--- src/rtl/mem_arb_pkg.sv ---
// Shared types for the memory-port arbiter: FSM states, transaction owner and
// starvation counter width.
package mem_arb_pkg;

  typedef enum logic [1:0] {
    ARB_IDLE,
    ARB_ISSUE,
    ARB_WAIT
  } state_t;

  typedef enum logic {
    OWN_IF,
    OWN_LS
  } owner_t;

  localparam int unsigned STARVE_CNT_W = 4;

endpackage

--- src/rtl/mem_arb_grant.sv ---
// Grant selection between fetch and load/store with a saturating starvation
// counter that forces a fetch grant after STARVE_LIMIT back-to-back data wins.
module mem_arb_grant
  import mem_arb_pkg::*;
#(
  parameter int unsigned STARVE_LIMIT = 4
) (
  input  logic clk,
  input  logic reset_n,
  input  logic if_valid_i,
  input  logic ls_valid_i,
  input  logic idle_i,
  output logic grant_if_o,
  output logic grant_ls_o
);

  localparam logic [STARVE_CNT_W-1:0] Limit = STARVE_CNT_W'(STARVE_LIMIT);

  logic [STARVE_CNT_W-1:0] starve_cnt_q, starve_cnt_d;
  logic                    starved;

  always_comb begin
    starved      = (starve_cnt_q == Limit);
    grant_if_o   = idle_i && if_valid_i && (!ls_valid_i || starved);
    grant_ls_o   = idle_i && ls_valid_i && !grant_if_o;
    starve_cnt_d = starve_cnt_q;
    if (grant_if_o) begin
      starve_cnt_d = '0;
    end else if (grant_ls_o) begin
      // An LS grant while starved only happens with fetch idle, so it clears.
      if (!if_valid_i) begin
        starve_cnt_d = '0;
      end else if (!starved) begin
        starve_cnt_d = starve_cnt_q + 1'b1;
      end
    end
  end

  always_ff @(posedge clk) begin
    if (!reset_n) begin
      starve_cnt_q <= '0;
    end else begin
      starve_cnt_q <= starve_cnt_d;
    end
  end

endmodule

--- src/rtl/mem_port_arbiter.sv ---
// Shares one memory port between fetch and load/store with a single outstanding
// transaction; responses are routed back to the owner, fetch responses can be flushed.
module mem_port_arbiter
  import mem_arb_pkg::*;
#(
  parameter int unsigned ADDR_W       = 32,
  parameter int unsigned DATA_W       = 32,
  parameter int unsigned STARVE_LIMIT = 4
) (
  input  logic                clk,
  input  logic                reset_n,
  input  logic                if_req_valid,
  output logic                if_req_ready,
  input  logic [ADDR_W-1:0]   if_req_addr,
  input  logic                if_flush,
  output logic                if_rsp_valid,
  output logic [DATA_W-1:0]   if_rsp_data,
  input  logic                ls_req_valid,
  output logic                ls_req_ready,
  input  logic                ls_req_we,
  input  logic [ADDR_W-1:0]   ls_req_addr,
  input  logic [DATA_W-1:0]   ls_req_wdata,
  input  logic [DATA_W/8-1:0] ls_req_wstrb,
  output logic                ls_rsp_valid,
  output logic [DATA_W-1:0]   ls_rsp_rdata,
  output logic                mem_req_valid,
  input  logic                mem_req_ready,
  output logic                mem_req_we,
  output logic [ADDR_W-1:0]   mem_req_addr,
  output logic [DATA_W-1:0]   mem_req_wdata,
  output logic [DATA_W/8-1:0] mem_req_wstrb,
  input  logic                mem_rsp_valid,
  input  logic [DATA_W-1:0]   mem_rsp_rdata,
  output logic                busy
);

  state_t              state_q, state_d;
  owner_t              owner_q, owner_d;
  logic                flushed_q, flushed_d;
  logic                we_q, we_d;
  logic [ADDR_W-1:0]   addr_q, addr_d;
  logic [DATA_W-1:0]   wdata_q, wdata_d;
  logic [DATA_W/8-1:0] wstrb_q, wstrb_d;
  logic                idle, grant_if, grant_ls;

  assign idle = (state_q == ARB_IDLE);

  mem_arb_grant #(
    .STARVE_LIMIT(STARVE_LIMIT)
  ) u_grant (
    .clk       (clk),
    .reset_n   (reset_n),
    .if_valid_i(if_req_valid),
    .ls_valid_i(ls_req_valid),
    .idle_i    (idle),
    .grant_if_o(grant_if),
    .grant_ls_o(grant_ls)
  );

  always_comb begin
    state_d      = state_q;
    owner_d      = owner_q;
    flushed_d    = flushed_q;
    we_d         = we_q;
    addr_d       = addr_q;
    wdata_d      = wdata_q;
    wstrb_d      = wstrb_q;
    if_rsp_valid = 1'b0;
    if_rsp_data  = '0;
    ls_rsp_valid = 1'b0;
    ls_rsp_rdata = '0;
    unique case (state_q)
      ARB_IDLE: begin
        if (grant_if || grant_ls) begin
          state_d   = ARB_ISSUE;
          owner_d   = grant_if ? OWN_IF : OWN_LS;
          we_d      = grant_ls && ls_req_we;
          addr_d    = grant_if ? if_req_addr : ls_req_addr;
          wdata_d   = grant_if ? '0 : ls_req_wdata;
          wstrb_d   = grant_if ? '0 : ls_req_wstrb;
          flushed_d = grant_if && if_flush;
        end
      end
      ARB_ISSUE: begin
        if (owner_q == OWN_IF && if_flush) flushed_d = 1'b1;
        if (mem_req_ready) state_d = ARB_WAIT;
      end
      ARB_WAIT: begin
        if (owner_q == OWN_IF && if_flush) flushed_d = 1'b1;
        // Route on the registered flag: a flush in the response cycle is too late.
        if (owner_q == OWN_IF) begin
          if_rsp_valid = mem_rsp_valid && !flushed_q;
          if_rsp_data  = mem_rsp_rdata;
        end else begin
          ls_rsp_valid = mem_rsp_valid;
          ls_rsp_rdata = we_q ? '0 : mem_rsp_rdata;
        end
        if (mem_rsp_valid) begin
          state_d   = ARB_IDLE;
          flushed_d = 1'b0;
        end
      end
      default: state_d = ARB_IDLE;
    endcase
  end

  always_ff @(posedge clk) begin
    if (!reset_n) begin
      state_q   <= ARB_IDLE;
      owner_q   <= OWN_IF;
      flushed_q <= 1'b0;
      we_q      <= 1'b0;
      addr_q    <= '0;
      wdata_q   <= '0;
      wstrb_q   <= '0;
    end else begin
      state_q   <= state_d;
      owner_q   <= owner_d;
      flushed_q <= flushed_d;
      we_q      <= we_d;
      addr_q    <= addr_d;
      wdata_q   <= wdata_d;
      wstrb_q   <= wstrb_d;
    end
  end

  assign if_req_ready  = grant_if;
  assign ls_req_ready  = grant_ls;
  assign mem_req_valid = (state_q == ARB_ISSUE);
  assign mem_req_we    = we_q;
  assign mem_req_addr  = addr_q;
  assign mem_req_wdata = wdata_q;
  assign mem_req_wstrb = wstrb_q;
  assign busy          = !idle;

endmodule
--- config.mk ---
export PLATFORM = sky130hd
export DESIGN_NAME = mem_port_arbiter
export DESIGN_NICKNAME = d
export VERILOG_FILES = /design/src/rtl/mem_arb_pkg.sv /design/src/rtl/mem_arb_grant.sv /design/src/rtl/mem_port_arbiter.sv
export SDC_FILE = /design/constraint.sdc
export NUM_CORES = 1
export LEC_CHECK = 0
export BUFFER_PORTS_ARGS = -buffer_cell sky130_fd_sc_hd__buf_2
export CORE_AREA = 2 2 109 111
export DETAILED_ROUTE_END_ITERATION = 10
export DIE_AREA = 0 0 111 113
export GPL_TIMING_DRIVEN = 0
export HOLD_SLACK_MARGIN = 0.15
export PLACE_DENSITY = 0.73
export SLEW_MARGIN = 20
export SYNTH_ARGS = -nofsm -noshare
export SYNTH_HDL_FRONTEND = slang
export SYNTH_SLANG_ARGS = --single-unit
--- constraint.sdc ---
create_clock -name clk -period 3.32 [get_ports clk]
set_input_delay 0.664 -clock clk [delete_from_list [all_inputs] [get_ports clk]]
set_output_delay 0.664 -clock clk [all_outputs]
set_load 0.005 [all_outputs]
# Word level (Yosys, flattened, before mapping)
# Cells that the tools add are included.
dict set report op_classes {
  addsub 1
  multipliers 0
  div 0
  n_lt_le_gt_ge 0
  n_eq_ne 7
  n_shift 0
  mux 23
  bitwise_logic 2
  n_reduce_logical 21
}
# cell count
set op_table {}
lappend op_table {{32-bit 2-to-1 mux} 7}
lappend op_table {{4-bit 2-to-1 mux} 3}
lappend op_table {{1-bit logical AND} 8}
lappend op_table {{1-bit 2-to-1 mux} 8}
lappend op_table {{2-bit 2-to-1 mux} 3}
lappend op_table {{2-bit one-hot mux with 3 select lines} 1}
lappend op_table {{2-bit AND reduction} 3}
lappend op_table {{4-bit by 1-bit adder with 4-bit output, second input constant} 1}
lappend op_table {{4-bit by 3-bit equality test with 1-bit output, second input constant} 1}
lappend op_table {{1-bit zero test} 4}
lappend op_table {{2-bit by 1-bit != test with 1-bit output, second input constant} 2}
lappend op_table {{2-bit != test, second input constant} 2}
lappend op_table {{1-bit one-hot mux with 3 select lines} 1}
lappend op_table {{3-bit AND reduction} 1}
lappend op_table {{3-bit nonzero test} 1}
lappend op_table {{2-bit by 1-bit equality test with 1-bit output, second input constant} 1}
lappend op_table {{2-bit equality test, second input constant} 1}
lappend op_table {{2-bit zero test} 1}
lappend op_table {{1-bit logical OR} 2}
lappend op_table {{1-bit NOT} 2}
lappend op_table {{2-bit OR reduction} 1}
dict set report word_totals {
  ff_bits 77
  latchBits 0
  ramBits 0
  rom_bits 0
  input_bits 140
  out_inout_bits 139
  memories 0
}

# Logic depth before layout (Yosys ltp)
dict set report depth {
  depth_word 8
  ltp_mapped 8
  ltp_nobuf 5
}

# Cells and area by module
# Synthesis repeated with hierarchy kept, for this count alone.
dict set report hier_totals {
  cells_unflattened 409
  hier_area_um2 3813.7
}
# module instances cells_each area_per_inst_um2 seq_area_each_um2
set modules_own_cells {}
lappend modules_own_cells {mem_port_arbiter 1 374 3527.1 1461.4}
lappend modules_own_cells {mem_arb_grant 1 35 286.5 80.1}

# Worst setup path before layout
# No wires, ideal clock.
dict set report synth_path {
  path_kind {flip-flop to output port}
  from {register state_q[0]}
  to {output port if_rsp_data[0]}
  t_arrival_ns 1.204
  path_slack_ns 1.452
  path_stages_with_launch 6
  cell_sequence {dfxtp_1 inv_1 ha_1 nor2b_1 clkbuf_1 and2_1}
}
dict set report synth_between {
  elab_chain_len 2
}
# item line_no
set synth_rtl {}
lappend synth_rtl {{from (decl)} mem_port_arbiter.sv:37} ;# state_t state_q, state_d;
lappend synth_rtl {{from (signal assigned)} mem_port_arbiter.sv:117} ;# state_q <= state_d;
lappend synth_rtl {{2-bit equality test} mem_port_arbiter.sv:72} ;# unique case (state_q)
lappend synth_rtl {{32-bit 2-to-1 mux} mem_port_arbiter.sv:72}
lappend synth_rtl {{to (decl)} mem_port_arbiter.sv:17} ;# output logic [DATA_W-1:0] if_rsp_data,
# Every way passes these cells.

# Final worst setup path
dict set report layout_path {
  from {register state_q[0]}
  to {output port ls_rsp_rdata[7]}
}
dict set report layout_between {
  elab_chain_len 2
}
# item line_no
set layout_rtl {}
lappend layout_rtl {{2-bit equality test} mem_port_arbiter.sv:72}
lappend layout_rtl {{32-bit 2-to-1 mux} mem_port_arbiter.sv:72}
lappend layout_rtl {{to (decl)} mem_port_arbiter.sv:25} ;# output logic [DATA_W-1:0] ls_rsp_rdata,
# Every way passes these cells.

==> flow_summary.ini <==
[clocking]
cts_buffers = 9
cts-root-buf = clkbuf_16
post_cts_buffers = 0
clock_latency_ns = 0.34
clock_path_buffers = 2
clk_pin_slew_worst_paths_ns = 0.06
htree_levels = 3
clock-sinks = 77
cts_resized = 0
tritoncts = built
hold_buffers = 0

[critical_path]
reg2reg_depth = 8
cp_top_family = buffers and inverters
cp-end-kind = primary output
crit_buf_inv = 3
r2r_end = mem_req_addr[24]
critPathLaunchType = register
critPathRequiredTime_ns = 2.66
crit_start = state_q[0]
worstPathArrival_ns = 1.99
max_stage_delay_ns = 0.34
crit_cells = 7
cp_max_fo = 10
r2r-start = state_q[0]
cp-endpoint = ls_rsp_rdata[7]
cp_cell_sequence = inv_1, ha_1, nand2_1, nor2_1, clkbuf_1, and2_1, buf_2
crit_type = register to primary output
rrSetupSlack_ns = 1.32
critPathSlowestCell = dfxtp_1

[floorplanning]
rows = 39
top_level_ports = 279
core_mm2 = 0.0113
die_h_um = 113
dieWidth_um = 111
die-area_mm2 = 0.0125
initial_core_util = 0.391

[sta]
fmax_mhz = 377
fin_skew_ns = 0.00661
min_period_over_period = 0.799
hold_viol_final = 0
worst_pin_slew_ns = 0.672
tns_ns = 0
grt_setup_unrepaired = false
hold_ws_ns = 0.453
finalMaxSlewViolations = 0
setup_viol = 0
period_needed_ns = 2.65
slew_headroom = 0.552

[yosys]
ys.flop_type = dfxtp_1
syn-cell-area_mm2 = 0.00441
synth_seq_area_share = 0.350
syn_inst = 498
ys_ff_latch = 77
avgSynthCellArea_um2 = 8.85
synth_edf_count = 0
async_flop_share = 0
syn-num-nets = 645
synth-warning-count = 0
yosysUniqueCellTypes = 45

[final_layout]
finalNetCount = 934
drive_gt1_frac = 0.451
nFillCells = 1024
final_cells = 940
area_growth_pct = 44.0

[grt]
grt_pass1_wl_mm = 26.1
first_global_vias = 5083
grtUsageMet3 = 0.0530
antenna_found_initial = 6
use_met2 = 0.480
grt_util_met1 = 0.289
busiest_layer = met2
grt_max_degree = 15
groute.usage.overall = 0.261
grt-ovfl-total = 0

[power_and_ir_drop]
p_per_area_mw_per_mm2 = 481
switching_share = 0.306
peakVddDrop_mv = 0.228
pwr-share-comb = 0.257
power_frac_seq = 0.359
switching_power_mw = 0.933
internal_power_mw = 2.12
pwr-share-clk = 0.384
leakage_nw = 2.92

[placement]
dp_hpwl_mm = 13.8
port_buffers = 278
placed_cells = 919
gp_congestion = 1.00

[min_path]
hp-class = register to register

[detailed_routing]
avgViaCountPerCell = 5.63
wl_mm = 17.3
antenna_left = 0
first_iter_violations = 299
drc = 0
dr.pass1.iters = 5
vias = 5292
post_drt_wl_per_cell_um = 18.4

[job]
cap_violations = 0

[outcome]
status = complete, no violations
[placed cells by master, fill, tap and decap left out, drive strengths merged, types with 4 or more instances in the layout]
cell type  instances
dfxtp             77
diode              5
o21ai             35
inv               12
a2111oi           65
buf              308
and2              65
ha                 7
o2111ai           27
clkbuf            43
a21oi             32
nor2b              4
nand2             30
nor2              13
nor3              34
a32oi             10
[worst min path at each step]
stage / start / endpoint / slack (ns) / cells past startpoint
CTS: mem_req_wdata[12] / mem_req_wdata[12] / 0.46 / 2
detailed placement: mem_req_wdata[21] / mem_req_wdata[21] / 0.45 / 2
floorplan: mem_req_wdata[10] / mem_req_wdata[10] / 0.45 / 2
global route: mem_req_wdata[21] / mem_req_wdata[21] / 0.47 / 2
global placement: mem_req_wdata[9] / mem_req_wdata[9] / 0.44 / 2
finish: mem_req_wdata[21] / mem_req_wdata[21] / 0.45 / 2
[cell usage after synthesis, drive strengths merged, types with 2 or more instances]
master   number  share of area
a32oi        10          0.020
dfxtp        77           0.35
and3b         2         0.0040
and2         65          0.092
clkbuf       33          0.029
buf          30          0.041
o21ai        35          0.040
nor4          2         0.0028
nand4b        2         0.0040
nor2         13          0.011
o2111ai      27          0.054
nor2b         4         0.0057
nor3         34          0.039
inv          10         0.0085
ha            7          0.020
a2111oi      65           0.18
a211oi        2         0.0045
nand2        30          0.026
o31ai         3         0.0051
a21oi        32          0.036
[cell type report]
class / instances / area, um2 / area share
Antenna cell: 5 / 12.5 / 0.00197
Buffer: 63 / 308 / 0.0485
Clock buffer: 10 / 239 / 0.0377
Clock inverter: 6 / 118 / 0.0185
Inverter: 10 / 37.5 / 0.00591
Multi-Input combinational cell: 348 / 2520 / 0.397
Sequential cell: 77 / 1540 / 0.243
Tap cell: 143 / 179 / 0.0282
Timing Repair Buffer: 278 / 1390 / 0.219
[layer usage]
metal / share of wire / up-vias / wire (um)
met5: 0 / - / 0
met4: 0.035 / 0 / 611
li1: - / 2488 / -
met1: 0.38 / 2487 / 6600
met2: 0.51 / 273 / 8770
met3: 0.076 / 44 / 1320
[cell families after synthesis]
kind of cell | count (synthesis) | share of synthesized area
compound gates | 179 | 0.350
buf+inv | 73 | 0.0784
fa+ha+maj | 7 | 0.0199
flops | 77 | 0.350
simple gates | 162 | 0.202
[metrics by stage]
step	instance area [um2]	total power, mW	setup WS, ns	util
2_1_floorplan	4410	1.54	1.45	-
3_3_place_gp	5980	1.86	0.919	0.530
3_5_place_dp	5980	1.89	0.927	0.530
4_1_cts	6330	3.06	0.648	0.562
5_1_grt	6340	3.19	0.468	0.563
6_report	6350	3.05	0.669	0.563
[worst reg2reg max path, delay by kind of cell (launching register included)]
| kind | cells | cell delay (ns) |
|---|---|---|
| buffers and inverters | 5 | 0.71 |
| AND/OR/NAND/NOR | 1 | 0.10 |
| AO/OA/AOI/OAI | 1 | 0.56 |
| flip-flops | 1 | 0.34 |
| adder cells (fa/ha/maj) | 1 | 0.15 |
[state kept, by name, summed over array words and instances (netlist names)]
| register | count |
|---|---|
| mem_req_addr | 32 |
| mem_req_wdata | 32 |
| mem_req_wstrb | 4 |
| u_grant.starve_cnt_q | 4 |
| state_q | 2 |
| flushed_q | 1 |
| mem_req_we | 1 |
| owner_q | 1 |
[power groups by stage]
stage                     Clock [mW]  Combinational, mW  Sequential, mW
after floorplan                    0              0.427            1.12
final                           1.17              0.785            1.10
after CTS                       1.19              0.781            1.10
after detailed placement           0              0.777            1.11
after global placement             0              0.757            1.11
after global routing            1.22              0.860            1.11
No activity file was read; power rests on OpenSTA's default activity.
